--- src/rtl/decoder_pkg.sv ---
// decoder_pkg: state encoding and mode constants shared by the scan decoder
package decoder_pkg;
  typedef enum logic [1:0] {IDLE, DIRECT, SCAN} state_t;
  localparam logic MODE_DIRECT = 1'b0;
  localparam logic MODE_SCAN = 1'b1;
endpackage

--- src/rtl/scan_decoder_if.sv ---
// scan_decoder_if: control inputs and registered decode outputs of the scan decoder
interface scan_decoder_if #(parameter int N = 3, parameter int DWELL_W = 8);
  logic en;
  logic mode;
  logic load;
  logic [N-1:0] sel;
  logic [DWELL_W-1:0] dwell;
  logic [2**N-1:0] O;
  logic [N-1:0] idx;
  logic wrap;
  modport master(output en, mode, load, sel, dwell, input O, idx, wrap);
  modport slave(input en, mode, load, sel, dwell, output O, idx, wrap);
endinterface

--- src/rtl/onehot_dec.sv ---
// onehot_dec: combinational binary to one-hot decoder
module onehot_dec #(parameter int N = 3) (
  input  logic [N-1:0] idx,
  output logic [2**N-1:0] O
);
  always_comb begin
    O = '0;
    O[idx] = 1'b1;
  end
endmodule

--- src/rtl/scan_decoder.sv ---
// scan_decoder: one-hot decoder with direct index load and dwell-timed auto-scan
module scan_decoder
  import decoder_pkg::*;
#(
  parameter int N = 3,
  parameter int DWELL_W = 8
) (
  input logic clk,
  input logic rst,
  scan_decoder_if.slave bus
);
  state_t state;
  logic [DWELL_W-1:0] cnt, cnt_nxt;
  logic [N-1:0] idx_nxt;
  logic [2**N-1:0] dec;
  logic counting, adv;
  // counting needs the registered state to already be SCAN, so entering the scan starts at counter 0
  always_comb begin
    counting = bus.en && bus.mode == MODE_SCAN && state == SCAN && !bus.load;
    adv = counting && cnt == bus.dwell;
    idx_nxt = !bus.en ? bus.idx : bus.load ? bus.sel : adv ? bus.idx + N'(1) : bus.idx;
    cnt_nxt = !bus.en ? cnt :
              (bus.load || bus.mode == MODE_DIRECT) ? '0 :
              adv ? '0 : counting ? cnt + DWELL_W'(1) : cnt;
  end
  onehot_dec #(.N(N)) u_dec (.idx(idx_nxt), .O(dec));
  always_ff @(posedge clk or posedge rst) begin
    if (rst) begin
      state <= IDLE;
      cnt <= '0;
      bus.idx <= '0;
      bus.O <= '0;
      bus.wrap <= 1'b0;
    end else begin
      state <= !bus.en ? IDLE : bus.mode == MODE_SCAN ? SCAN : DIRECT;
      cnt <= cnt_nxt;
      bus.idx <= idx_nxt;
      bus.O <= bus.en ? dec : '0;
      bus.wrap <= adv && bus.idx == '1;
    end
  end
endmodule

--- src/flat_wrapper.sv ---
// flat-port wrapper written by rule: the top's interface ports become plain ports
module scan_decoder_flat import decoder_pkg::*;
#(
  parameter int N = 3,
  parameter int DWELL_W = 8
)
  (clk, rst, bus_en, bus_mode, bus_load, bus_sel, bus_dwell, bus_O, bus_idx, bus_wrap);
  scan_decoder_if #(.N(N), .DWELL_W(DWELL_W)) bus_i ();
  input logic clk;
  input logic rst;
  input wire logic [$bits(bus_i.en)-1:0] bus_en;
  input wire logic [$bits(bus_i.mode)-1:0] bus_mode;
  input wire logic [$bits(bus_i.load)-1:0] bus_load;
  input wire logic [$bits(bus_i.sel)-1:0] bus_sel;
  input wire logic [$bits(bus_i.dwell)-1:0] bus_dwell;
  output wire logic [$bits(bus_i.O)-1:0] bus_O;
  output wire logic [$bits(bus_i.idx)-1:0] bus_idx;
  output wire logic [$bits(bus_i.wrap)-1:0] bus_wrap;
  assign bus_i.en = bus_en;
  assign bus_i.mode = bus_mode;
  assign bus_i.load = bus_load;
  assign bus_i.sel = bus_sel;
  assign bus_i.dwell = bus_dwell;
  assign bus_O = bus_i.O;
  assign bus_idx = bus_i.idx;
  assign bus_wrap = bus_i.wrap;
  scan_decoder #(.N(N), .DWELL_W(DWELL_W)) u_core (.clk(clk), .rst(rst), .bus(bus_i));
endmodule
--- config.mk ---
export PLATFORM = sky130hd
export DESIGN_NAME = scan_decoder_flat
export DESIGN_NICKNAME = d
export VERILOG_FILES = /design/src/rtl/decoder_pkg.sv /design/src/rtl/scan_decoder_if.sv /design/src/rtl/onehot_dec.sv /design/src/rtl/scan_decoder.sv /design/src/flat_wrapper.sv
export SDC_FILE = /design/constraint.sdc
export NUM_CORES = 1
export LEC_CHECK = 0
export ABC_AREA = 1
export ABC_CLOCK_PERIOD_IN_PS = 2100
export CAP_MARGIN = 15
export CORE_MARGIN = 2
export CORE_UTILIZATION = 50
export CTS_CLUSTER_SIZE = 30
export DETAILED_ROUTE_END_ITERATION = 12
export PLACE_DENSITY = 0.78
export RECOVER_POWER = 25
export SLEW_MARGIN = 20
export SYNTH_ARGS = -nofsm -noshare
export SYNTH_HDL_FRONTEND = slang
export SYNTH_HIERARCHICAL = 1
export SYNTH_SLANG_ARGS = --single-unit
--- constraint.sdc ---
create_clock -name clk -period 2.1 [get_ports clk]
set_clock_uncertainty 0.2 [all_clocks]
set_input_delay 0.21 -clock clk [delete_from_list [all_inputs] [get_ports clk]]
set_output_delay 0.21 -clock clk [all_outputs]
set_load 0.005 [all_outputs]
# Word-level counts from Yosys, hierarchy flattened
# Index checks and enable logic that the tools add are counted.
dict set report totals {
  regBits 22
  word_cells 34
  out_inout_bits 12
}
dict set report classes {
  n_addsub 2
  mux 11
  magnitude_cmp 2
  bitwise 1
  n_eq_ne 3
  reduce_logical 10
}
# op count
set ops {}
lappend ops {{8-bit two-way mux} 4}
lappend ops {{3-bit two-way mux} 3}
lappend ops {{8-bit by 1-bit adder with 8-bit output (second input constant)} 1}
lappend ops {{8-bit equality test} 1}
lappend ops {{1-bit logical AND} 6}
lappend ops {{3-bit by 4-bit < comparator with 1-bit output (second input constant)} 1}
lappend ops {{2-bit two-way mux} 2}
lappend ops {{3-bit by 1-bit adder with 3-bit output (second input constant)} 1}
lappend ops {{1-bit demux with 3-bit select} 1}
lappend ops {{3-bit equality test (second input constant)} 1}
lappend ops {{3-bit by 1-bit >= comparator with 1-bit output (second input constant)} 1}
lappend ops {{3-bit nonzero test} 1}
lappend ops {{2-bit equality test (second input constant)} 1}
lappend ops {{2-bit AND reduction} 1}
lappend ops {{1-bit zero test} 1}
lappend ops {{1-bit logical OR} 1}
lappend ops {{1-bit two-way mux} 1}
lappend ops {{1-bit inverter} 1}

# Longest topological paths before layout
dict set report depth {
  word_depth 12
  mapped_depth 15
  depth_no_buf 15
}

# Cells and area by module
# The synthesis kept the hierarchy.
# mod cells_each area_per_inst_um2 n_inst seq_area_each_um2
set by_module_without_submodules {}
lappend by_module_without_submodules {scan_decoder 169 1335.0 1 550.5}
lappend by_module_without_submodules {onehot_dec 15 56.3 1 0.0}

# Least setup slack after synthesis
# OpenSTA, ideal clock, no wires.
dict set report synth_timing {
  path_kind {flip-flop to flip-flop}
  start {register u_core.cnt[2]}
  end {register u_core.bus.O[1]}
  arrival_time_ps 1385
  path_stages_with_launch 13
  period_less_slack_ps 1698
  setup_slack_ps 402
  path_buffers 1
  path_cell_list {dfrtp_1 buf_6 xor2_1 nor2_1 nand2_2 o21bai_1 nand3_1 nand2_1 nand2_1 inv_2 nor2_1 nand2_1 inv_1}
}
dict set report synth_via {
  elab_chain_len 10
  elab_cells_between_ends 11
  classes_between {order compare (2); eq/ne (1); mux (6); reduce/logical (2)}
}
# element line_no
set synth_rtl {}
lappend synth_rtl {{from (decl)} scan_decoder.sv:13} ;# logic [DWELL_W-1:0] cnt, cnt_nxt;
lappend synth_rtl {{from (signal assigned)} scan_decoder.sv:36} ;# cnt <= cnt_nxt;
lappend synth_rtl {{8-bit equality test (*)} scan_decoder.sv:20} ;# adv = counting && cnt == bus.dwell;
lappend synth_rtl {{1-bit logical AND (*)} scan_decoder.sv:20}
lappend synth_rtl {{3-bit two-way mux (*) (3 in series)} scan_decoder.sv:21} ;# idx_nxt = !bus.en ? bus.idx : bus.load ? bus.sel : adv ? bus.idx + N'(1) : bus.idx;
lappend synth_rtl {{named net u_core.idx_nxt[0]} scan_decoder.sv:14} ;# logic [N-1:0] idx_nxt;
lappend synth_rtl {{3-bit by 4-bit < comparator with 1-bit output (implied by the code) / 3-bit by 1-bit >= comparator with 1-bit output (equally long branches)} onehot_dec.sv:8} ;# O[idx] = 1'b1;
lappend synth_rtl {{1-bit logical AND (implied by the code)} onehot_dec.sv:8}
lappend synth_rtl {{1-bit two-way mux (implied by the code)} onehot_dec.sv:8}
lappend synth_rtl {{1-bit demux with 3-bit select (*)} onehot_dec.sv:8}
lappend synth_rtl {{named net u_core.dec[1]} scan_decoder.sv:15} ;# logic [2**N-1:0] dec;
lappend synth_rtl {{8-bit two-way mux (*)} scan_decoder.sv:38} ;# bus.O <= bus.en ? dec : '0;
lappend synth_rtl {{to (signal assigned)} scan_decoder.sv:38}
lappend synth_rtl {{to (decl)} scan_decoder_if.sv:12} ;# modport slave(input en, mode, load, sel, dwell, output O, idx, wrap);
# The timed path passes the listed nets; every way through them passes the cells marked *.
# A chain may end at the register's enable or synchronous reset.

# Worst setup path after layout
dict set report layout_timing {
  start {register u_core.cnt[1]}
  end {register u_core.bus.O[5]}
}
# The elaborated chain is that of the path after synthesis.

==> results.ini <==
[critical_path]
crit_start=u_core/cnt[1]
crit_path_max_incr_delay_ns=0.43
critical_path_class=flip-flop to flip-flop
endpoint_kind=flip-flop
cp_max_fo=5
slowest_stage=dfrtp_1
cp_common_cell=nand2_1
crit_chain=inv_2 -> nand2_1 -> nand2_2 -> nor2_4 -> nand3_4 -> o21bai_1 -> nand3_1 -> nand2_1 -> nand2_2 -> inv_1 -> nand2_1 -> nor2_1 -> nand2_1 -> inv_1
crit_path_start_kind=flip-flop
critPathRequiredTime_ns=2.15
critPathArrivalTime_ns=1.94
r2r_slack_ns=0.21
r2r_start=u_core/cnt[1]

[floorplanning]
row_count=19
num_io_pins=28
die_area_um2=3221
die_w_um=56.75
die_height_um=56.75
start_util_pct=51.34
coreArea_um2=2710

[timing]
slew_violations=0
relSlewSlack_pct=19.71
timing.hold.ws_ns=0.3337
layout_min_cycle_time_ns=1.895
hold_viol=0
setup_ws_ns=0.2054
setup_viol=0
finalSetupTns_ns=0
fin_crit_sh_pct=90.22
worstMarginPinSlew_ns=1.204
clock.fmax_mhz=527.8
rsz0062_at_grt=yes

[synth]
syn_area_um2=1391
post_synth_num_cell_types=21
synth.top_cell.area_share_pct=39.57
synth.area.top_cells=dfrtp_1 (40%), nand2_1 (12%), inv_1 (8.1%), nor2_1 (6.2%), nand3_1 (4.3%)
synth_warnings=6
synth-seq-cells=22
synth-seq-area-share_pct=39.57
synthArstFlopShare_pct=100.0
synth-adder-area-share_pct=2.698
synth_flop_cell=dfrtp_1
synth.avg_cell_area_um2=7.562
synth_fp_nets=203
synthSimpleGateAreaFrac_pct=36.60
synth_mux_area_share_pct=0
synth_common_cells=nand2_1 (46), inv_1 (30), nor2_1 (23), dfrtp_1 (22), nand3_1 (12)
synth_compound_area_share_pct=3.867
synth_cells=184
synth-xor-area-share_pct=4.406
synth_edf_count=0
synth_most_common_cell=nand2_1
synth_top_area_cell=dfrtp_1
synth_top_family_by_area=simple AND/OR/NAND/NOR gates

[clock_network]
cts_buffer_depth=2
insertion_delay_ns=0.30
numCtsBuffers=3
cts_tree=built
path_clk_slew_ns=0.12
root_buffer=clkbuf_4
h-tree-depth=1
clock-sinks=22

[drt]
postRouteAntennaNets=0
drc_errors=0
wl_um=2877
firstDrtPassIters=4
dr_total_vias=1197
wl_per_cell_um=11.42
viasPerCell=4.750
dr.first_iter.drc_count=50

[placement]
place_ws_ns=-0.1179
place_congestion=0.8309
numPortBuffers=27
dpl.hpwl_um=2265
placed_area_um2=1723

[global_route]
grt_pass1_vias=1208
grt_start_max_net_pins=23
grt_usage_pct=20.19
antenna_found_initial=0
grt_pass1_wl_um=5078
grt_overflow=0

[power]
powerDensity_nw_per_um2=493.8
power_leakage_nw=0.9179
irDropWorstVdd_v=0.0004037

[final_layout]
num_antenna_cells=0
layout.nets=242
finish.instance_area_um2=1779
final_util_pct=65.65
drive_above_1_share_pct=23.08
fillers=230
area.growth.synth_to_final_pct=27.88

[min_path]
hp-class=primary input to flip-flop
min_from=bus_en

[status]
status=completed

[flow_run]
cap_violations=0

report_power, final:
| group | internal [W] | leakage [nW] | switching (W) |
|---|---|---|---|
| Clock | 0.0000669 | 0.0138 | 0.000119 |
| Combinational | 0.000111 | 0.608 | 0.000121 |
| Sequential | 0.000444 | 0.296 | 0.0000165 |
logic make-up (layout without fill, tap and decap cells):
| kind of cell | count (synthesis) | after routing |
|---|---|---|
| AOI/OAI and AO/OA | 6 | 6 |
| buffers and inverters | 42 | 79 |
| adders and majority gates | 3 | 3 |
| DFF | 22 | 22 |
| and+or+nand+nor | 104 | 104 |
| xor gates and xnor gates | 7 | 7 |
repair_timing:
action	CTS	global route
gates resized for setup	0	9
endpoints found under the setup margin	0	8
hold buffers	0	0
endpoints found under the hold margin	0	0
buffers inserted	0	3
critical path: cells and delay by family (launching register included):
family                 cells  cell delay (ns)
AO/OA/AOI/OAI              1             0.16
buffers and inverters      3             0.18
flip-flops                 1             0.43
AND/OR/NAND/NOR           10             0.86
state kept, by name (all words and copies together) (netlist names):
register and count:
u_core/bus.idx 3, u_core/bus.O 8, u_core/bus.wrap 1, u_core/state 2
u_core/cnt 8
layout make-up:
| cell class | count | area [um2] | area share (%) |
|---|---|---|---|
| Timing Repair Buffer | 37 | 341.6 | 19.20 |
| Sequential cell | 22 | 550.5 | 30.94 |
| Clock buffer | 3 | 22.52 | 1.266 |
| Tap cell | 31 | 38.79 | 2.180 |
| Multi-Input combinational cell | 120 | 676.9 | 38.04 |
| Inverter | 39 | 148.9 | 8.368 |
metal layers:
layer  part of all wire [%]  wire length [um]  global-route usage, %
met1                     44              1275                  25.22
met2                     52              1488                  35.22
met5                      0                 0                      0
met4                    1.1                33                  8.306
met3                    2.8                80                  2.304
layout by cell type, fill, tap and decap left out, drive strengths merged:
cell	synthesis	layout
a31oi	1	1
buf	3	9
clkbuf	0	4
clkdlybuf4s50	0	26
dfrtp	22	22
dlygate4sd3	0	1
ha	3	3
inv	39	39
nand2	55	55
nand3	14	14
nor2	32	32
nor3	2	2
nor3b	1	1
o21ai	2	2
o21bai	3	3
xnor2	1	1
xor2	6	6
worst paths after layout:
path                                   endpoint  cells after the start
worst max-delay path            u_core/bus.O[5]                     14
worst min register to register    u_core/cnt[0]                      2
max in group asynchronous         u_core/cnt[0]                      3
min in group asynchronous         u_core/cnt[6]                      3
worst max register to register  u_core/bus.O[5]                     14
worst min-delay path            u_core/state[1]                      3
per-stage QoR:
stage	power, W	instances
finish	0.0008786	252
global route	0.0009353	252
CTS	0.0008775	249
detailed placement	0.0006893	246
global placement	0.0006791	246
floorplan	0.0005915	184
No activity file was read; power rests on OpenSTA's default activity.
